--- src/rtl/ibex_pkg.sv ---
// Shared types and helpers for the register-file writeback arbiter.
// Addresses compare on bits [3:0] only when RV32E is enabled.
package ibex_pkg;

  localparam int unsigned RfWbDepthMax = 4;

  typedef struct packed {
    logic        valid;
    logic [4:0]  addr;
    logic [31:0] data;
  } rf_wr_req_t;

  function automatic logic rf_addr_eq(input logic [4:0] a, input logic [4:0] b,
                                      input logic rv32e);
    return rv32e ? (a[3:0] == b[3:0]) : (a == b);
  endfunction

  function automatic logic rf_addr_is_x0(input logic [4:0] a, input logic rv32e);
    return rv32e ? (a[3:0] == 4'd0) : (a == 5'd0);
  endfunction

endpackage

--- src/rtl/ibex_rf_wb_fifo.sv ---
// Circular buffer of pending load writebacks with address-match cancel
// and per-entry read-address match vectors.
module ibex_rf_wb_fifo
  import ibex_pkg::*;
#(
  parameter int unsigned DataWidth = 32,
  parameter bit          RV32E     = 1'b0,
  parameter int unsigned Depth     = 2,
  localparam int unsigned PtrW     = (Depth > 1) ? $clog2(Depth) : 1,
  localparam int unsigned CntW     = $clog2(Depth + 1)
) (
  input  logic                            clk_i,
  input  logic                            rst_ni,
  input  logic                            push_i,
  input  logic [4:0]                      push_addr_i,
  input  logic [DataWidth-1:0]            push_data_i,
  input  logic                            pop_i,
  input  logic                            cancel_i,
  input  logic [4:0]                      cancel_addr_i,
  input  logic [4:0]                      raddr_a_i,
  input  logic [4:0]                      raddr_b_i,
  output logic                            head_valid_o,
  output logic [4:0]                      head_addr_o,
  output logic [DataWidth-1:0]            head_data_o,
  output logic [CntW-1:0]                 count_o,
  output logic [PtrW-1:0]                 head_ptr_o,
  output logic [Depth-1:0][DataWidth-1:0] entry_data_o,
  output logic [Depth-1:0]                match_a_o,
  output logic [Depth-1:0]                match_b_o
);

  logic [Depth-1:0]                r_valid;
  logic [Depth-1:0][4:0]           r_addr;
  logic [Depth-1:0][DataWidth-1:0] r_data;
  logic [PtrW-1:0]                 r_head;
  logic [PtrW-1:0]                 r_tail;
  logic [CntW-1:0]                 r_count;

  function automatic logic [PtrW-1:0] ptr_inc(input logic [PtrW-1:0] p);
    return (p == PtrW'(Depth - 1)) ? '0 : p + PtrW'(1);
  endfunction

  always_ff @(posedge clk_i or negedge rst_ni) begin
    if (!rst_ni) begin
      r_valid <= '0;
      r_addr  <= '0;
      r_data  <= '0;
      r_head  <= '0;
      r_tail  <= '0;
      r_count <= '0;
    end else begin
      // Cancelled entries keep their slot and later pop as an idle cycle.
      for (int unsigned i = 0; i < Depth; i++) begin
        if (cancel_i && rf_addr_eq(r_addr[i], cancel_addr_i, RV32E)) begin
          r_valid[i] <= 1'b0;
        end
      end
      if (push_i) begin
        r_valid[r_tail] <= 1'b1;
        r_addr[r_tail]  <= push_addr_i;
        r_data[r_tail]  <= push_data_i;
        r_tail          <= ptr_inc(r_tail);
      end
      if (pop_i) begin
        r_head <= ptr_inc(r_head);
      end
      r_count <= r_count + CntW'(push_i) - CntW'(pop_i);
    end
  end

  always_comb begin
    match_a_o = '0;
    match_b_o = '0;
    for (int unsigned i = 0; i < Depth; i++) begin
      match_a_o[i] = r_valid[i] && rf_addr_eq(r_addr[i], raddr_a_i, RV32E) &&
                     !rf_addr_is_x0(raddr_a_i, RV32E);
      match_b_o[i] = r_valid[i] && rf_addr_eq(r_addr[i], raddr_b_i, RV32E) &&
                     !rf_addr_is_x0(raddr_b_i, RV32E);
    end
  end

  assign head_valid_o = r_valid[r_head];
  assign head_addr_o  = r_addr[r_head];
  assign head_data_o  = r_data[r_head];
  assign count_o      = r_count;
  assign head_ptr_o   = r_head;
  assign entry_data_o = r_data;

endmodule

--- src/rtl/ibex_rf_write_arbiter.sv ---
// Merges execute and load writebacks onto register file port W1.
// Define IBEX_RF_WB_FWD_EN to forward pending writes to the two read ports.
module ibex_rf_write_arbiter
  import ibex_pkg::*;
#(
  parameter int unsigned DataWidth = 32,
  parameter bit          RV32E     = 1'b0,
  parameter int unsigned LsuDepth  = 2
) (
  input  logic                 clk_i,
  input  logic                 rst_ni,
  input  logic                 ex_valid_i,
  input  logic [4:0]           ex_waddr_i,
  input  logic [DataWidth-1:0] ex_wdata_i,
  input  logic                 lsu_valid_i,
  output logic                 lsu_ready_o,
  input  logic [4:0]           lsu_waddr_i,
  input  logic [DataWidth-1:0] lsu_wdata_i,
  output logic                 rf_we_o,
  output logic [4:0]           rf_waddr_o,
  output logic [DataWidth-1:0] rf_wdata_o,
  input  logic [4:0]           raddr_a_i,
  input  logic [4:0]           raddr_b_i,
  output logic                 fwd_hit_a_o,
  output logic                 fwd_hit_b_o,
  output logic [DataWidth-1:0] fwd_data_a_o,
  output logic [DataWidth-1:0] fwd_data_b_o,
  output logic                 busy_o
);

  localparam int unsigned Depth = (LsuDepth < 1) ? 1 :
                                  (LsuDepth > RfWbDepthMax) ? RfWbDepthMax : LsuDepth;
  localparam int unsigned PtrW  = (Depth > 1) ? $clog2(Depth) : 1;
  localparam int unsigned CntW  = $clog2(Depth + 1);

  logic                            w_head_valid;
  logic [4:0]                      w_head_addr;
  logic [DataWidth-1:0]            w_head_data;
  logic [CntW-1:0]                 w_count;
  logic [PtrW-1:0]                 w_head_ptr;
  logic [Depth-1:0][DataWidth-1:0] w_entry_data;
  logic [Depth-1:0]                w_match_a;
  logic [Depth-1:0]                w_match_b;
  logic [4:0]                      w_fifo_raddr_a;
  logic [4:0]                      w_fifo_raddr_b;

  logic                 w_ex_wr;
  logic                 w_lsu_acc;
  logic                 w_lsu_drop;
  logic                 w_empty;
  logic                 w_pop;
  logic                 w_bypass;
  logic                 w_push;
  logic                 w_nxt_we;
  logic [4:0]           w_nxt_addr;
  logic [DataWidth-1:0] w_nxt_data;

  logic                 r_rf_we;
  logic [4:0]           r_rf_waddr;
  logic [DataWidth-1:0] r_rf_wdata;

  assign lsu_ready_o = (w_count < CntW'(Depth));
  assign w_empty     = (w_count == '0);
  assign w_ex_wr     = ex_valid_i && !rf_addr_is_x0(ex_waddr_i, RV32E);
  assign w_lsu_acc   = lsu_valid_i && lsu_ready_o;
  // A same-cycle execute write to the same register supersedes the load.
  assign w_lsu_drop  = rf_addr_is_x0(lsu_waddr_i, RV32E) ||
                       (w_ex_wr && rf_addr_eq(lsu_waddr_i, ex_waddr_i, RV32E));
  assign w_pop       = !ex_valid_i && !w_empty;
  assign w_bypass    = !ex_valid_i && w_empty && w_lsu_acc;
  assign w_push      = w_lsu_acc && !w_lsu_drop && !w_bypass;

  ibex_rf_wb_fifo #(
    .DataWidth (DataWidth),
    .RV32E     (RV32E),
    .Depth     (Depth)
  ) u_fifo (
    .clk_i         (clk_i),
    .rst_ni        (rst_ni),
    .push_i        (w_push),
    .push_addr_i   (lsu_waddr_i),
    .push_data_i   (lsu_wdata_i),
    .pop_i         (w_pop),
    .cancel_i      (w_ex_wr),
    .cancel_addr_i (ex_waddr_i),
    .raddr_a_i     (w_fifo_raddr_a),
    .raddr_b_i     (w_fifo_raddr_b),
    .head_valid_o  (w_head_valid),
    .head_addr_o   (w_head_addr),
    .head_data_o   (w_head_data),
    .count_o       (w_count),
    .head_ptr_o    (w_head_ptr),
    .entry_data_o  (w_entry_data),
    .match_a_o     (w_match_a),
    .match_b_o     (w_match_b)
  );

  always_comb begin
    w_nxt_we   = 1'b0;
    w_nxt_addr = r_rf_waddr;
    w_nxt_data = r_rf_wdata;
    if (ex_valid_i) begin
      w_nxt_we   = w_ex_wr;
      w_nxt_addr = ex_waddr_i;
      w_nxt_data = ex_wdata_i;
    end else if (w_pop) begin
      w_nxt_we   = w_head_valid;
      w_nxt_addr = w_head_addr;
      w_nxt_data = w_head_data;
    end else if (w_bypass) begin
      w_nxt_we   = !w_lsu_drop;
      w_nxt_addr = lsu_waddr_i;
      w_nxt_data = lsu_wdata_i;
    end
  end

  // Address/data hold across idle cycles; only the enable is cleared.
  always_ff @(posedge clk_i or negedge rst_ni) begin
    if (!rst_ni) begin
      r_rf_we    <= 1'b0;
      r_rf_waddr <= '0;
      r_rf_wdata <= '0;
    end else begin
      r_rf_we <= w_nxt_we;
      if (w_nxt_we) begin
        r_rf_waddr <= w_nxt_addr;
        r_rf_wdata <= w_nxt_data;
      end
    end
  end

  assign rf_we_o    = r_rf_we;
  assign rf_waddr_o = r_rf_waddr;
  assign rf_wdata_o = r_rf_wdata;
  assign busy_o     = !w_empty || r_rf_we;

`ifdef IBEX_RF_WB_FWD_EN
  logic                 w_hit_a;
  logic                 w_hit_b;
  logic [DataWidth-1:0] w_fdata_a;
  logic [DataWidth-1:0] w_fdata_b;
  logic [PtrW:0]        w_slot;

  assign w_fifo_raddr_a = raddr_a_i;
  assign w_fifo_raddr_b = raddr_b_i;

  // Walk oldest to youngest so the youngest buffer hit wins; the output
  // register is the lowest-priority source.
  always_comb begin
    w_hit_a   = 1'b0;
    w_hit_b   = 1'b0;
    w_fdata_a = '0;
    w_fdata_b = '0;
    w_slot    = '0;
    if (r_rf_we && rf_addr_eq(r_rf_waddr, raddr_a_i, RV32E) &&
        !rf_addr_is_x0(raddr_a_i, RV32E)) begin
      w_hit_a   = 1'b1;
      w_fdata_a = r_rf_wdata;
    end
    if (r_rf_we && rf_addr_eq(r_rf_waddr, raddr_b_i, RV32E) &&
        !rf_addr_is_x0(raddr_b_i, RV32E)) begin
      w_hit_b   = 1'b1;
      w_fdata_b = r_rf_wdata;
    end
    for (int unsigned k = 0; k < Depth; k++) begin
      w_slot = {1'b0, w_head_ptr} + (PtrW + 1)'(k);
      if (w_slot >= (PtrW + 1)'(Depth)) begin
        w_slot = w_slot - (PtrW + 1)'(Depth);
      end
      if (CntW'(k) < w_count) begin
        if (w_match_a[w_slot[PtrW-1:0]]) begin
          w_hit_a   = 1'b1;
          w_fdata_a = w_entry_data[w_slot[PtrW-1:0]];
        end
        if (w_match_b[w_slot[PtrW-1:0]]) begin
          w_hit_b   = 1'b1;
          w_fdata_b = w_entry_data[w_slot[PtrW-1:0]];
        end
      end
    end
  end

  assign fwd_hit_a_o  = w_hit_a;
  assign fwd_hit_b_o  = w_hit_b;
  assign fwd_data_a_o = w_fdata_a;
  assign fwd_data_b_o = w_fdata_b;
`else
  logic w_unused_fwd;

  assign w_fifo_raddr_a = '0;
  assign w_fifo_raddr_b = '0;
  assign w_unused_fwd   = ^{raddr_a_i, raddr_b_i, w_match_a, w_match_b,
                            w_entry_data, w_head_ptr};
  assign fwd_hit_a_o    = 1'b0;
  assign fwd_hit_b_o    = 1'b0;
  assign fwd_data_a_o   = '0;
  assign fwd_data_b_o   = '0;
`endif

endmodule
--- config.mk ---
export PLATFORM = sky130hd
export DESIGN_NAME = ibex_rf_write_arbiter
export DESIGN_NICKNAME = d
export VERILOG_FILES = /design/src/rtl/ibex_pkg.sv /design/src/rtl/ibex_rf_wb_fifo.sv /design/src/rtl/ibex_rf_write_arbiter.sv
export SDC_FILE = /design/constraint.sdc
export NUM_CORES = 1
export LEC_CHECK = 0
export BUFFER_PORTS_ARGS = -buffer_cell sky130_fd_sc_hd__buf_2
export CAP_MARGIN = 15
export CORE_MARGIN = 1.5
export CORE_UTILIZATION = 45
export CTS_BUF_LIST = sky130_fd_sc_hd__clkbuf_2 sky130_fd_sc_hd__clkbuf_4 sky130_fd_sc_hd__clkbuf_8
export DETAILED_ROUTE_END_ITERATION = 7
export PLACE_DENSITY = 0.82
export SLEW_MARGIN = 20
export SYNTH_ARGS = -nofsm -noshare
export SYNTH_HDL_FRONTEND = slang
export SYNTH_HIERARCHICAL = 1
export SYNTH_SLANG_ARGS = --single-unit
--- constraint.sdc ---
create_clock -name clk_i -period 2.7 [get_ports clk_i]
set_input_delay 0.135 -clock clk_i [delete_from_list [all_inputs] [get_ports clk_i]]
set_output_delay 0.135 -clock clk_i [all_outputs]
set_load 0.005 [all_outputs]
==> out/results.tsv, run 1 <==
metric	value	unit
start_util	45.83	%
syn_area	6636	µm²
pin_count	194	
setup_viol	0	
drc	0	
skew	8.926	ps
holdPathStages	2	
htree_levels	4	
vias_per_cell	5.172	
fp.coreArea	14480	µm²
multi_input_area	3206	µm²
syn_area_per_cell	12.29	µm²
pre_cts_slack	453.2	ps
dp_cells	815	
fp.dieH	124.4	µm
worstSkewPairLatency	440	ps
fin_area	8202	µm²
cts_root_buffer	clkbuf_8	
rsz0062_at_grt	false	
slew_headroom	45.92	%
drt_iter0_markers	194	
cts_tree	yes	
critical_path_arrival	2940	ps
worst-path-max-fanout	20	
area_growth	23.59	%
wl_per_cell	16.44	µm
clock_sinks	118	
syn_inst	540	
combPwrFrac	43.0	%
worst_setup_path_end_kind	flip-flop	
n_antenna_cell	0	
irDropWorstVdd	581.5	µV
routed_wl	15.09	mm
outcome	complete, no violations	
fin_nets	811	
dieArea	15490	µm²
drt_first_pass_iters	4	
cts-root-to-sink-buffers	2	
p_int	5.620	mW
p_seq_share	38.2	%
grt_overflow	0	
finalHoldViolCount	0	
switching_share	34.28	%
power.density	1043	nW/µm²
power_frac_clock	18.8	%
leakage	3.607	nW
finalCritPeriodShare	96.64	%
cts_buffers	17	
fin_ws	90.65	ps
path_clk_slew	70	ps
grt_pass1_vias	4831	
critPathRequiredTime	3030	ps
drive_gt1_share	39.78	%
finalPower	8.551	mW
grt_max_degree	76	
min_period	2609	ps
seq_area	2954	µm²
cp-start-kind	flip-flop	
stdcell_count	918	
io_buffers	117	
holdCritPathClass	input pin to flip-flop	
clock.fmax	383.2	MHz
r2r_cells	6	
chipWidth	124.4	µm
num_rows	44	
grt_pass1_wl	24.52	mm
setup-tns-final	0	ps
gp_congestion	0.8360	
vias	4748	
yosys_warnings	6	
maxSlewViolCount	0	
n_fill_cell	1184	
antenna_found_initial	0	
critPathKind	flip-flop to flip-flop	
maxCapViolations	0	
antenna_left	0	
placed_area	7099	µm²
power.net_switching	2.932	mW
gr-usage-all-layers	19.85	%
max_slew.worst_pin.slew	811.2	ps
hpwl	8.505	mm
[per-layer routing]
metal	global-route usage [%]	vias up	routed length (µm)
met5	0	-	0
met4	7.235	0	218
met3	5.284	22	594
met2	33.97	143	7612
met1	24.00	2355	6666
li1	-	2228	-
[timing repair]
item,in CTS,in global routing
hold buffers,70,0
hold endpoints to repair,144,0
endpoints found under the setup margin,0,5
setup buffers,0,1
resized for setup,0,1
[worst paths after layout]
check | startpoint | to | slack (ps)
setup / recovery | u_fifo/count_o[1] | rf_wdata_o[14] | 90
hold / removal | lsu_waddr_i[3] | u_fifo/r_addr[8] | 50
setup reg to reg | u_fifo/count_o[1] | rf_wdata_o[14] | 90
hold reg to reg | u_fifo/entry_data_o[21] | u_fifo/entry_data_o[21] | 500
max in group asynchronous | rst_ni | u_fifo/entry_data_o[20] | 1610
min in group asynchronous | rst_ni | rf_wdata_o[0] | 270
[registers in the layout, indices dropped and copies added, names as in the netlist]
register             flops
u_fifo/r_tail            1
u_fifo/r_valid           2
u_fifo/count_o           2
u_fifo/entry_data_o     64
rf_we_o                  1
u_fifo/head_ptr_o        1
rf_wdata_o              32
u_fifo/r_addr           10
rf_waddr_o               5
[metrics by stage]
| stage | hold WS [ps] | utilization, % |
|---|---|---|
| floorplan | -160.6 | - |
| global placement | 214.7 | 49.03 |
| detailed placement | 218.6 | 49.03 |
| CTS | 17.69 | 56.58 |
| global route | 36.77 | 56.65 |
| finish | 53.46 | 56.65 |
[critical path: stages (launching register included)]
cell and delay [ps]:
dfrtp_1 490, or3b_4 480, a21o_2 350, buf_4 290
o221ai_2 180, o21ai_1 100, dlygate4sd3_1 610
[power by group through the flow]
stage / Combinational [mW] / Clock (mW) / Sequential, mW
finish: 3.68 / 1.61 / 3.26
global route: 3.98 / 1.74 / 3.38
CTS: 3.63 / 1.67 / 3.25
detailed placement: 3.48 / 0 / 3.27
floorplan: 2.74 / 0 / 3.15
global placement: 3.41 / 0 / 3.22
[final cells by class]
cell class | count | area share [%]
flip-flops and latches | 118 | 36.02
inverters | 4 | 0.1831
well taps | 184 | 2.807
multi-input cells | 381 | 39.08
repair buffers | 199 | 17.12
clock buffers | 22 | 3.539
clock inverters | 10 | 1.251
[placed cells by master (no fill, tap or decap), drive strengths merged, types with 3 or more instances in the layout]
cell         count
buf            129
dfrtp          118
mux2           112
dlygate4sd3     70
conb            66
o21ai           34
o221ai          34
mux2i           32
o21a            32
clkbuf          22
xor2            13
nor2             8
a211oi           8
clkinv           7
xnor2            6
nor4             6
a21oi            5
nor3             4
inv              4
nand2            3
Power figures use the tool's default switching activity.
==> run 2, diff against run 1 <==
--- a/config.mk
+++ b/config.mk
@@ -5,13 +5,14 @@
 export SDC_FILE = /design/constraint.sdc
 export NUM_CORES = 1
 export LEC_CHECK = 0
+export ABC_AREA = 1
 export BUFFER_PORTS_ARGS = -buffer_cell sky130_fd_sc_hd__buf_2
 export CAP_MARGIN = 15
 export CORE_MARGIN = 1.5
 export CORE_UTILIZATION = 45
 export CTS_BUF_LIST = sky130_fd_sc_hd__clkbuf_2 sky130_fd_sc_hd__clkbuf_4 sky130_fd_sc_hd__clkbuf_8
 export DETAILED_ROUTE_END_ITERATION = 7
-export PLACE_DENSITY = 0.82
+export PLACE_DENSITY = 0.81
 export SLEW_MARGIN = 20
 export SYNTH_ARGS = -nofsm -noshare
 export SYNTH_HDL_FRONTEND = slang
==> run 2 against run 1 <==
Against the previous run:
- critical path depth rose by 6
- via count rose by 18%
- maximum frequency rose by 22%
- area after synthesis barely moved
- clock skew rose by 1.8 ps
- die area barely moved
- power fell by 9.6%
- sequential cell count did not move
- highest routed layer unchanged
==> out/results.tsv, run 2 <==
metric	value	unit	change
ctsResizeCount	0		unchanged
num_rows	44		unchanged
holdCritPathClass	input pin to flip-flop		
antenna_left	0		unchanged
largest_reg_flops	64		unchanged
setup_viol	0		unchanged
p_int	4.889	mW	-13%
n_antenna_cell	0		unchanged
final_cell_mix	282 x nand2_1, 117 x dfrtp_1, 116 x buf_2		
skew	10.75	ps	+1.826 ps
routed_wl	15.88	mm	+5.2%
vias	5620		+18%
critPathRequiredTime	2990	ps	-40 ps
layout_commonest_cell	nand2_1		
dp_cells	1088		+33%
crit_top_cell	nand2_1		
dieArea	15490	µm²	about the same
grt_util_met2	35.42	%	+1.5 points
seq_area	2954	µm²	unchanged
cts_tree	yes		
drt_first_pass_iters	5		+1
area_growth	20.19	%	
cts_setup_buffers	0		unchanged
grt.busiest_layer	met2		
combPwrFrac	39.0	%	-4.0 points
finalHoldViolCount	0		unchanged
slowest_stage	dlygate4sd3_1		
worst-path-max-fanout	76		+280%
grt_pass1_vias	5435		+13%
start_util	45.84	%	about the same
cts-root-to-sink-buffers	2		unchanged
cts_buffers	17		unchanged
max_slew.worst_pin.slew	881.9	ps	+70.71 ps
fp.dieH	124.5	µm	about the same
n_fill_cell	1325		+12%
chipWidth	124.5	µm	about the same
fin_nets	1068		+32%
syn_inst	821		+52%
pin_count	194		unchanged
grt_overflow	0		unchanged
worst_setup_path_end_kind	flip-flop		
irDropWorstVdd	484.9	µV	-17%
leakage	4.307	nW	+19%
grt_pass1_wl	26.63	mm	+8.6%
crit_chain	dlygate4sd3_1, buf_2, xnor2_1, nand2_1, nor2_2, nand3_2, nand2_1, nor3_1, inv_1, or2_4, nand2_1, o21ai_2		
drc	0		unchanged
fin_ws	562.3	ps	+471.7 ps
critPathKind	input pin to flip-flop		
min_period	2138	ps	-471.7 ps
placed_area	7017	µm²	-1.2%
power.density	969.5	nW/µm²	-7.0%
syn_area_per_cell	8.085	µm²	-34%
drive_gt1_share	23.74	%	-16 points
cp-start-kind	input pin		
hpwl	9.483	mm	+11%
critical_path_arrival	2430	ps	-510 ps
pre_cts_slack	434.9	ps	-18.34 ps
met1_usage	27.28	%	+3.3 points
clock_sinks	118		unchanged
cp_num_buf_inv	3		+1
setup-tns-final	0	ps	unchanged
htree_levels	4		unchanged
finalCritPeriodShare	79.17	%	-17 points
antenna_found_initial	0		unchanged
path_clk_slew	70	ps	about the same
slew_headroom	41.21	%	-4.7 points
outcome	complete, no violations		
power_frac_clock	21.7	%	+2.9 points
maxSlewViolCount	0		unchanged
cts_root_buffer	clkbuf_8		
clock.fmax	467.8	MHz	+22%
multi_input_area	2865	µm²	-11%
fp.coreArea	14480	µm²	unchanged
grt_max_degree	77		+1.3%
switching_share	36.79	%	+2.5 points
vias_per_cell	4.787		-7.4%
fin_area	7978	µm²	-2.7%
crit_family	simple AND/OR/NAND/NOR gates		
holdBufCountCts	55		-21%
stdcell_count	1174		+28%
io_buffers	117		unchanged
maxCapViolations	0		unchanged
gp_congestion	0.8420		+0.72%
p_seq_share	39.2	%	+1.0 points
worstSkewPairLatency	430	ps	about the same
use_met3	4.081	%	-1.2 points
power.net_switching	2.846	mW	-2.9%
max_stage_delay	560	ps	-50 ps
yosys_warnings	6		unchanged
drt_iter0_markers	423		+120%
wl_per_cell	13.53	µm	-18%
gr-usage-all-layers	21.21	%	+1.4 points
syn_area	6638	µm²	about the same
rsz0062_at_grt	false		
run 2: worst paths after layout:
| path | to | slack, ps | start | depth (start not counted) |
|---|---|---|---|---|
| worst max-delay path | u_fifo/entry_data_o[25] | 560 | lsu_waddr_i[1] | 12 |
| worst min-delay path | rf_wdata_o[21] | 30 | ex_wdata_i[21] | 5 |
| worst max register to register | u_fifo/entry_data_o[25] | 570 | u_fifo/count_o[1] | 8 |
| worst min register to register | u_fifo/entry_data_o[32] | 480 | u_fifo/entry_data_o[32] | 2 |
| max in group asynchronous | u_fifo/entry_data_o[52] | 1740 | rst_ni | 3 |
| min in group asynchronous | rf_wdata_o[4] | 250 | rst_ni | 2 |
run 2: area by class of cell:
type	count	area share (%)
flip-flops and latches	118	37.03
clock buffers	22	3.560
inverters	65	3.058
well taps	184	2.886
multi-input cells	591	35.92
clock inverters	9	1.584
repair buffers	185	15.97
run 2: through the flow:
stage | power (mW) | util [%] | hold slack [ps]
global placement | 5.883 | 48.46 | 181.3
CTS | 7.774 | 55.10 | 0.2079
finish | 7.734 | 55.10 | 34.54
floorplan | 5.284 | - | -160.6
detailed placement | 5.994 | 48.46 | 184.9
global route | 8.343 | 55.10 | 24.86
run 2: tightest hold or removal path: stages:
cell and delay, ps:
buf_2 70, nand2_1 40, nand3_1 80, nand2_2 50, nand2_1 40
run 2: routing by layer:
layer | wire length [µm] | part of all wire [%]
met5 | 0 | 0
met4 | 277 | 1.7
met2 | 7790 | 49
met3 | 762 | 4.8
met1 | 7052 | 44
run 2: power groups by stage:
| stage | clock network, mW | registers, mW | logic [mW] |
|---|---|---|---|
| after global routing | 1.80 | 3.13 | 3.42 |
| after CTS | 1.72 | 3.02 | 3.03 |
| after floorplan | 0 | 2.97 | 2.32 |
| after global placement | 0 | 3.01 | 2.87 |
| after detailed placement | 0 | 3.04 | 2.95 |
| final | 1.68 | 3.03 | 3.02 |
